### src/rtl/ghost_wall_server.sv
// ghost_wall_server: looks up the four maze neighbours of each of four ghosts
// and publishes the 16 resulting wall flags in a single atomic update.
module ghost_wall_server #(
    parameter int MAZE_W   = 28,
    parameter int MAZE_H   = 36,
    parameter int TUNNEL_Y = 19,
    parameter int DOOR_X   = 13,
    parameter int DOOR_Y   = 15
) (
    input  logic        clk,
    input  logic        reset,
    input  logic        start,
    input  logic [23:0] ghost_x,
    input  logic [23:0] ghost_y,
    output logic [9:0]  rom_addr,
    output logic        rom_rd,
    input  logic        rom_data,
    output logic [15:0] wall_flags,
    output logic        busy,
    output logic        done
);
    typedef enum logic [1:0] {IDLE, SCAN, COMMIT} state_t;

    localparam logic [5:0] W6   = 6'(MAZE_W);
    localparam logic [5:0] H6   = 6'(MAZE_H);
    localparam logic [5:0] XMAX = 6'(MAZE_W - 1);
    localparam logic [5:0] YMAX = 6'(MAZE_H - 1);
    localparam logic [5:0] TY6  = 6'(TUNNEL_Y);
    localparam logic [5:0] DX6  = 6'(DOOR_X);
    localparam logic [5:0] DY6  = 6'(DOOR_Y);
    localparam logic [9:0] W10  = 10'(MAZE_W);

    state_t      state_q, state_d;
    logic [3:0]  idx_q, idx_d, n;
    logic [23:0] gx_q, gx_d, gy_q, gy_d, src_x, src_y;
    logic [15:0] shadow_q, shadow_d, flags_q, flags_d;
    logic [9:0]  addr_q, addr_d, lk_addr;
    logic        rd_q, rd_d, use_q, use_d, val_q, val_d, done_q, done_d;
    logic [5:0]  x, y, nx, ny;
    logic [1:0]  d;
    logic        bad, edge_hit, door, forced, issue;

    // Lookup n is prepared combinationally and registered onto the ROM port;
    // the first lookup reads the live inputs since the snapshot lands on the same edge.
    always_comb begin
        n        = state_q == SCAN ? idx_q + 4'd1 : 4'd0;
        src_x    = state_q == SCAN ? gx_q : ghost_x;
        src_y    = state_q == SCAN ? gy_q : ghost_y;
        d        = n[1:0];
        x        = src_x[int'(n[3:2]) * 6 +: 6];
        y        = src_y[int'(n[3:2]) * 6 +: 6];
        bad      = x >= W6 || y >= H6;
        edge_hit = d == 2'd0 ? y == 6'd0 : d == 2'd1 ? y == YMAX : d == 2'd2 ? x == 6'd0 : x == XMAX;
        forced   = bad || edge_hit;
        nx       = d == 2'd2 ? x - 6'd1 : d == 2'd3 ? x + 6'd1 : x;
        ny       = d == 2'd0 ? y - 6'd1 : d == 2'd1 ? y + 6'd1 : y;
        door     = !d[1] && nx == DX6 && ny == DY6;
        lk_addr  = {4'd0, ny} * W10 + {4'd0, nx};
        issue    = (state_q == IDLE && start) || (state_q == SCAN && idx_q != 4'd15);
        state_d  = state_q == IDLE ? (start ? SCAN : IDLE)
                 : state_q == SCAN ? (idx_q == 4'd15 ? COMMIT : SCAN) : IDLE;
        idx_d    = issue ? n : idx_q;
        gx_d     = state_q == IDLE && start ? ghost_x : gx_q;
        gy_d     = state_q == IDLE && start ? ghost_y : gy_q;
        rd_d     = issue && !forced;
        use_d    = issue && !forced && !door;
        val_d    = forced ? (bad || !d[1] || y != TY6) : d[0];
        addr_d   = rd_d ? lk_addr : addr_q;
        shadow_d = shadow_q;
        if (state_q == SCAN) shadow_d[idx_q] = use_q ? rom_data : val_q;
        flags_d  = state_q == COMMIT ? shadow_q : flags_q;
        done_d   = state_q == COMMIT;
    end

    always_ff @(posedge clk or posedge reset) begin
        if (reset) begin
            state_q  <= IDLE;
            idx_q    <= '0;
            gx_q     <= '0;
            gy_q     <= '0;
            shadow_q <= '0;
            flags_q  <= 16'hFFFF;
            addr_q   <= '0;
            rd_q     <= 1'b0;
            use_q    <= 1'b0;
            val_q    <= 1'b0;
            done_q   <= 1'b0;
        end else begin
            state_q  <= state_d;
            idx_q    <= idx_d;
            gx_q     <= gx_d;
            gy_q     <= gy_d;
            shadow_q <= shadow_d;
            flags_q  <= flags_d;
            addr_q   <= addr_d;
            rd_q     <= rd_d;
            use_q    <= use_d;
            val_q    <= val_d;
            done_q   <= done_d;
        end
    end

    assign rom_addr   = addr_q;
    assign rom_rd     = rd_q;
    assign wall_flags = flags_q;
    assign busy       = state_q != IDLE;
    assign done       = done_q;
endmodule

### config.mk
export PLATFORM = sky130hd
export DESIGN_NAME = ghost_wall_server
export DESIGN_NICKNAME = d
export VERILOG_FILES = /design/src/rtl/ghost_wall_server.sv
export SDC_FILE = /design/constraint.sdc
export NUM_CORES = 1
export LEC_CHECK = 0
export BUFFER_PORTS_ARGS = -buffer_cell sky130_fd_sc_hd__buf_2
export CAP_MARGIN = 20
export CORE_MARGIN = 5
export CORE_UTILIZATION = 56
export DETAILED_ROUTE_END_ITERATION = 8
export PLACE_DENSITY = 0.75
export SLEW_MARGIN = 20
export SYNTH_ARGS = -nofsm -noshare
export SYNTH_HDL_FRONTEND = slang
export SYNTH_SLANG_ARGS = --single-unit
### constraint.sdc
create_clock -name clk -period 6.4 [get_ports clk]
set_clock_uncertainty 0.1 [all_clocks]
set_input_delay 0 -clock clk [delete_from_list [all_inputs] [get_ports clk]]
set_output_delay 0 -clock clk [all_outputs]
set_load 0.02 [all_outputs]
==> out/summary.txt, run 1 <==
status: complete, no violations
CORE AREA: 9860 um^2
later-pin clock latency in the skew report: 380 ps
count leader, synth: dfrtp_1
vias in the first global route: 4321
FP Rows: 36
Final ANT Viol Nets: 0
residual DRC count: 0
TritonCTS clock tree: built
sequential area share after synthesis: 44.1%
Slew HR: 43.3%
Post-synth top cells: 84 x dfrtp_1, 81 x mux2_2, 33 x inv_1, 33 x nand2_1, 25 x nor2_1
WL/cell: 16.3 um
WP data required: 6560 ps
post-synth cell types: 58
origin of the critical flop-to-flop path: idx_q[0]
setup violators final: 0
TNS Setup: 0 ps
post-DP HPWL: 8550 um
htree depth: 3
max-slew violations: 0
setup slack, reg-to-reg: 430 ps
Die X-Extent: 111 um
routed via count: 4171
die height: 111 um
largest net degree at the start of global routing: 69
Worst Setup SP: idx_q[0]
CTS Buf Count: 9
Final Cycle Share: 93.2%
Post-synth EDFFs: 0
Fmax: 0.168 GHz
mapped cell area: 5720 um^2
top-area cell type share of the netlist area: 36.8%
crit path DAT: 6130 ps
element type at the critical path end: flop
Most used DFF post-synth: dfrtp_1
Port Buffers: 80
fraction of registers with async set or reset after synthesis: 100%
Area Overhead vs Synth: 21.3%
clk slew on worst S/H paths: 90 ps
Slew @ Worst Pin: 851 ps
TritonRoute pass-1 iters: 5
Initial Util: 58.0%
routed wire length: 12400 um
clock buffer depth: 2
clk sinks: 100
Die ar.: 12300 um^2
post-CTS setup buffers: 0
Hold WC Path Type: input pin to asynchronous set/reset pin
first-pass GRT wire length: 21000 um
DRT iter0 DRCs: 215
diode count: 0
RSZ-0062 raised after global routing: no
number of synthesized register bits: 100
fin crit period: 5970 ps
placer congestion estimate: 0.889
kind of critical path: flop to flop
yosys warns: 0
max-cap violation count: 0
layout cells sized above 1: 35.5%
# IOs: 81
initial antenna violation count: 0
Layout Nets: 705
post-synthesis cell count: 497
Crit Path Max Fanout: 13
vias per cell: 5.48
GRT Util Overall: 20.5%
total gr overflow: 0
Syn Nets: 579
Root Driver: clkbuf_8
type of origin of the critical path: flop
top cells by area, synth: dfrtp_1 37%, mux2_2 16%, dfstp_2 7.4%
Synth area leader: dfrtp_1
Final Hold Fails: 0
Synth Area per Inst: 11.5 um^2
==> repair_timing <==
item	CTS	global route
gates resized for setup	0	1
endpoints found under the setup margin	0	1
hold endpoints to repair	80	0
hold buffers	49	0
==> cells by family (layout without fill, tap and decap cells) <==
logic type	after synthesis	count (layout)	share of synthesized area, %
compound gates	55	55	6.45
xor+xnor	24	24	3.81
buf+inv	54	185	4.03
flops	100	100	44.1
simple gates	118	118	10.7
fa+ha+maj	30	30	7.48
mux	116	116	23.4
==> through the flow <==
stage,util [%],hold WS [ps],std cells,cell area [um^2],worst slack [ps]
detailed placement,63.3,-73.8,696,6240,355
CTS,70.2,66.9,761,6930,335
global route,70.3,116,761,6940,72.0
finish,70.3,62.1,761,6940,433
global placement,63.3,-80.0,696,6240,575
floorplan,-,16.8,497,5720,1080
==> layout by cell type (no fill, tap or decap), types with 3 or more instances in the layout <==
cell type      count
mux2_4             8
nand4_1            7
nand2_1           33
xor2_1             7
or3b_2             3
ha_1              23
o31a_1             3
nor2b_1            4
nand2b_1           4
buf_4              7
or3_1              4
dlygate4sd3_1     49
dfrtp_1           84
nor2_1            24
nand3_1           10
buf_2             80
clkbuf_8          10
fa_1               7
o21ai_0           14
a21oi_1           12
xnor2_1           16
o22ai_1            4
a21o_1             4
nor3_1             8
a211o_1            3
mux2_2            81
inv_1             32
mux2i_1           21
dfstp_2           16
==> sequential cells by signal, indices dropped and copies added, names as in the netlist <==
signal      count
done            1
gx_q           24
gy_q           24
idx_q           4
rom_addr       10
rom_rd          1
shadow_q       16
state_q         2
use_q           1
val_q           1
wall_flags     16
==> metal layers <==
layer	track usage, %	share of wire, %	routed length [um]
met5	0	0	0
met4	7.38	2.4	303
met3	4.37	5.9	737
met2	32.6	48	5950
met1	27.9	44	5400
==> worst max-delay path: stages (launching register included) <==
cell and delay, ps:
dfrtp_1 610, and3_1 500, mux2i_4 500, mux2i_1 240, o21ai_1 70, a21oi_1 420
ha_1 350, and3_1 180, a21oi_1 170, o22ai_1 160, fa_1 550, ha_1 170
inv_1 50, fa_1 470, inv_1 40, ha_1 310, nor2b_1 150, o21a_1 160
nand3_1 100, xnor2_1 160, xnor2_1 120, mux2_1 280
==> worst paths after layout <==
kind,to,depth (start not counted)
hold / removal,rom_addr[4],3
max in group asynchronous,gy_q[16],4
setup reg to reg,rom_addr[9],21
setup / recovery,rom_addr[9],21
min in group clk,shadow_q[9],3
hold reg to reg,rom_addr[8],1
==> final cells by class <==
class                   instances  area [um^2]
clock buffers                  12          166
flip-flops and latches        100         2520
fillers                       711         2930
repair buffers                136          943
clock inverters                 4         30.0
multi-input cells             343         2980
inverters                      33          126
well taps                     133          166
Power of run 1 is left out: the tool's default activity adds up to more than one toggle a clock period on the data nets, which glitch-free logic cannot reach.
==> run 2, diff against run 1 <==
--- a/config.mk
+++ b/config.mk
@@ -8,9 +8,9 @@
 export BUFFER_PORTS_ARGS = -buffer_cell sky130_fd_sc_hd__buf_2
 export CAP_MARGIN = 20
 export CORE_MARGIN = 5
-export CORE_UTILIZATION = 56
+export CORE_UTILIZATION = 52
 export DETAILED_ROUTE_END_ITERATION = 8
-export PLACE_DENSITY = 0.75
+export PLACE_DENSITY = 0.73
 export SLEW_MARGIN = 20
 export SYNTH_ARGS = -nofsm -noshare
 export SYNTH_HDL_FRONTEND = slang
==> constraint.sdc (replaced) <==
create_clock -name clk -period 5.2 [get_ports clk]
set_clock_uncertainty 0.1 [all_clocks]
set_input_delay 0 -clock clk [delete_from_list [all_inputs] [get_ports clk]]
set_output_delay 0 -clock clk [all_outputs]
set_load 0.02 [all_outputs]
==> run 2 against run 1 <==
  * Worst hold slack improved by 21 ps
  * Sequential share of layout area down 1.5 points
  * Setup slack got worse by 240 ps
  * Critical path depth increased by 1
  * Critical path type unchanged
  * Largest cell class unchanged
==> out/summary.txt, run 2 (synthesis results as in run 1) <==
status: complete, no violations
kind of critical path: flop to flop
fin crit period: 5010 ps (-959 ps)
layout cells sized above 1: 40.8% (+5.3 points)
Final Cycle Share: 96.3% (+3.1 points)
CTS Buf Count: 9 (unchanged)
Layout Nets: 726 (+3.0%)
WL/cell: 16.3 um (-0.19%)
residual DRC count: 0 (unchanged)
Die ar.: 13200 um^2 (+7.0%)
Fmax: 0.200 GHz (+19%)
routed via count: 4224 (+1.3%)
GRT Util Overall: 20.1% (-0.38 points)
fin worst setup slack: 192 ps (-241 ps)
htree depth: 3 (unchanged)
clk sinks: 100 (unchanged)
WP data required: 5370 ps (-1190 ps)
total gr overflow: 0 (unchanged)
Die X-Extent: 115 um (+3.4%)
placer congestion estimate: 0.862 (-2.9%)
TritonRoute pass-1 iters: 4 (-1)
most frequent cells in the layout: 83 x dfrtp_1, 81 x mux2_2, 80 x buf_2
max-cap violation count: 0 (unchanged)
Root Driver: clkbuf_8
FP Rows: 38 (+5.6%)
setup violators final: 0 (unchanged)
Hold WC Path Type: input pin to asynchronous set/reset pin
Port Buffers: 80 (unchanged)
clock buffer depth: 2 (unchanged)
max-slew violations: 0 (unchanged)
element type at the critical path end: flop
type of origin of the critical path: flop
vias in the first global route: 4268 (-1.2%)
Area Overhead vs Synth: 26.7%
diode count: 0 (unchanged)
origin of the critical flop-to-flop path: idx_q[0]
largest net degree at the start of global routing: 63 (-8.7%)
Initial Util: 53.0% (-5.0 points)
Final ANT Viol Nets: 0 (unchanged)
# IOs: 81 (unchanged)
Crit Path Max Fanout: 5 (-8)
TritonCTS clock tree: built
later-pin clock latency in the skew report: 380 ps (about the same)
Final Hold Fails: 0 (unchanged)
CORE AREA: 10800 um^2 (+9.4%)
initial antenna violation count: 0 (unchanged)
Worst Setup SP: idx_q[0]
post-DP HPWL: 9030 um (+5.5%)
Slew HR: 47.4% (+4.1 points)
Top Registers: gx_q x24, gy_q x24
DRT iter0 DRCs: 187 (-13%)
Slew @ Worst Pin: 788 ps (-62.1 ps)
pre-CTS setup slack: -77.4 ps (-433 ps)
clk slew on worst S/H paths: 110 ps (+20 ps)
first-pass GRT wire length: 21200 um (+1.3%)
routed wire length: 12800 um (+3.5%)
vias per cell: 5.35 (-2.3%)
commonest non-fill, non-tap cell in the layout: dfrtp_1
crit path DAT: 5180 ps (-950 ps)
die height: 115 um (+3.4%)
run 2: cell type report:
type	instances	area, um^2
multi-input combinational	343	3080
inverter	33	126
sequential	100	2520
timing repair buffer	157	1110
clock buffer	9	124
tap	140	175
clock inverter	7	110
fill	798	3550
run 2: final timing paths:
kind	to	slack (ps)	depth (start not counted)
hold reg to reg	rom_addr[9]	410	1
min in group clk	shadow_q[7]	150	3
setup reg to reg	rom_addr[9]	190	22
hold / removal	gy_q[9]	80	3
setup / recovery	rom_addr[9]	190	22
max in group asynchronous	state_q[1]	3730	4
run 2: through the flow:
step	setup TNS (ps)	hold WS [ps]	cell area, um^2	utilization (%)	cells
final	0	83.4	7240	67.1	789
after global routing	-50.9	142	7240	67.1	789
after CTS	0	94.5	7130	66.1	786
after detailed placement	-77.4	-46.4	6400	59.3	721
after global placement	0	-56.8	6400	59.3	721
after floorplan	0	16.8	5730	-	497
run 2: worst max-delay path: stages (launching register included):
cell	delay, ps
dfrtp_1	390
and3_4	230
mux2i_4	350
buf_6	170
mux2i_2	210
nor2_1	80
a21oi_2	200
inv_1	100
ha_1	210
nand3_1	90
nand2_1	110
xnor2_2	270
inv_2	90
fa_1	510
fa_1	550
inv_1	60
ha_4	270
nor2b_1	120
o21a_1	150
nand3_1	90
xnor2_1	160
xnor2_1	130
mux2_1	290
run 2: repair_timing:
item / CTS / global route
endpoints found under the hold margin: 86 / 0
buffers inserted: 0 / 3
setup endpoints to repair: 1 / 3
pin swaps: 0 / 8
gates resized for setup: 2 / 21
hold buffers: 49 / 0
run 2: routing by layer:
layer | vias up | part of all wire (%) | global-route usage [%]
met1 | 2067 | 44 | 27.6
met4 | 0 | 1.8 | 6.81
li1 | 2040 | - | -
met3 | 22 | 5.2 | 3.89
met2 | 95 | 49 | 32.3
met5 | - | 0 | 0
Power of run 2 is left out for the same reason.
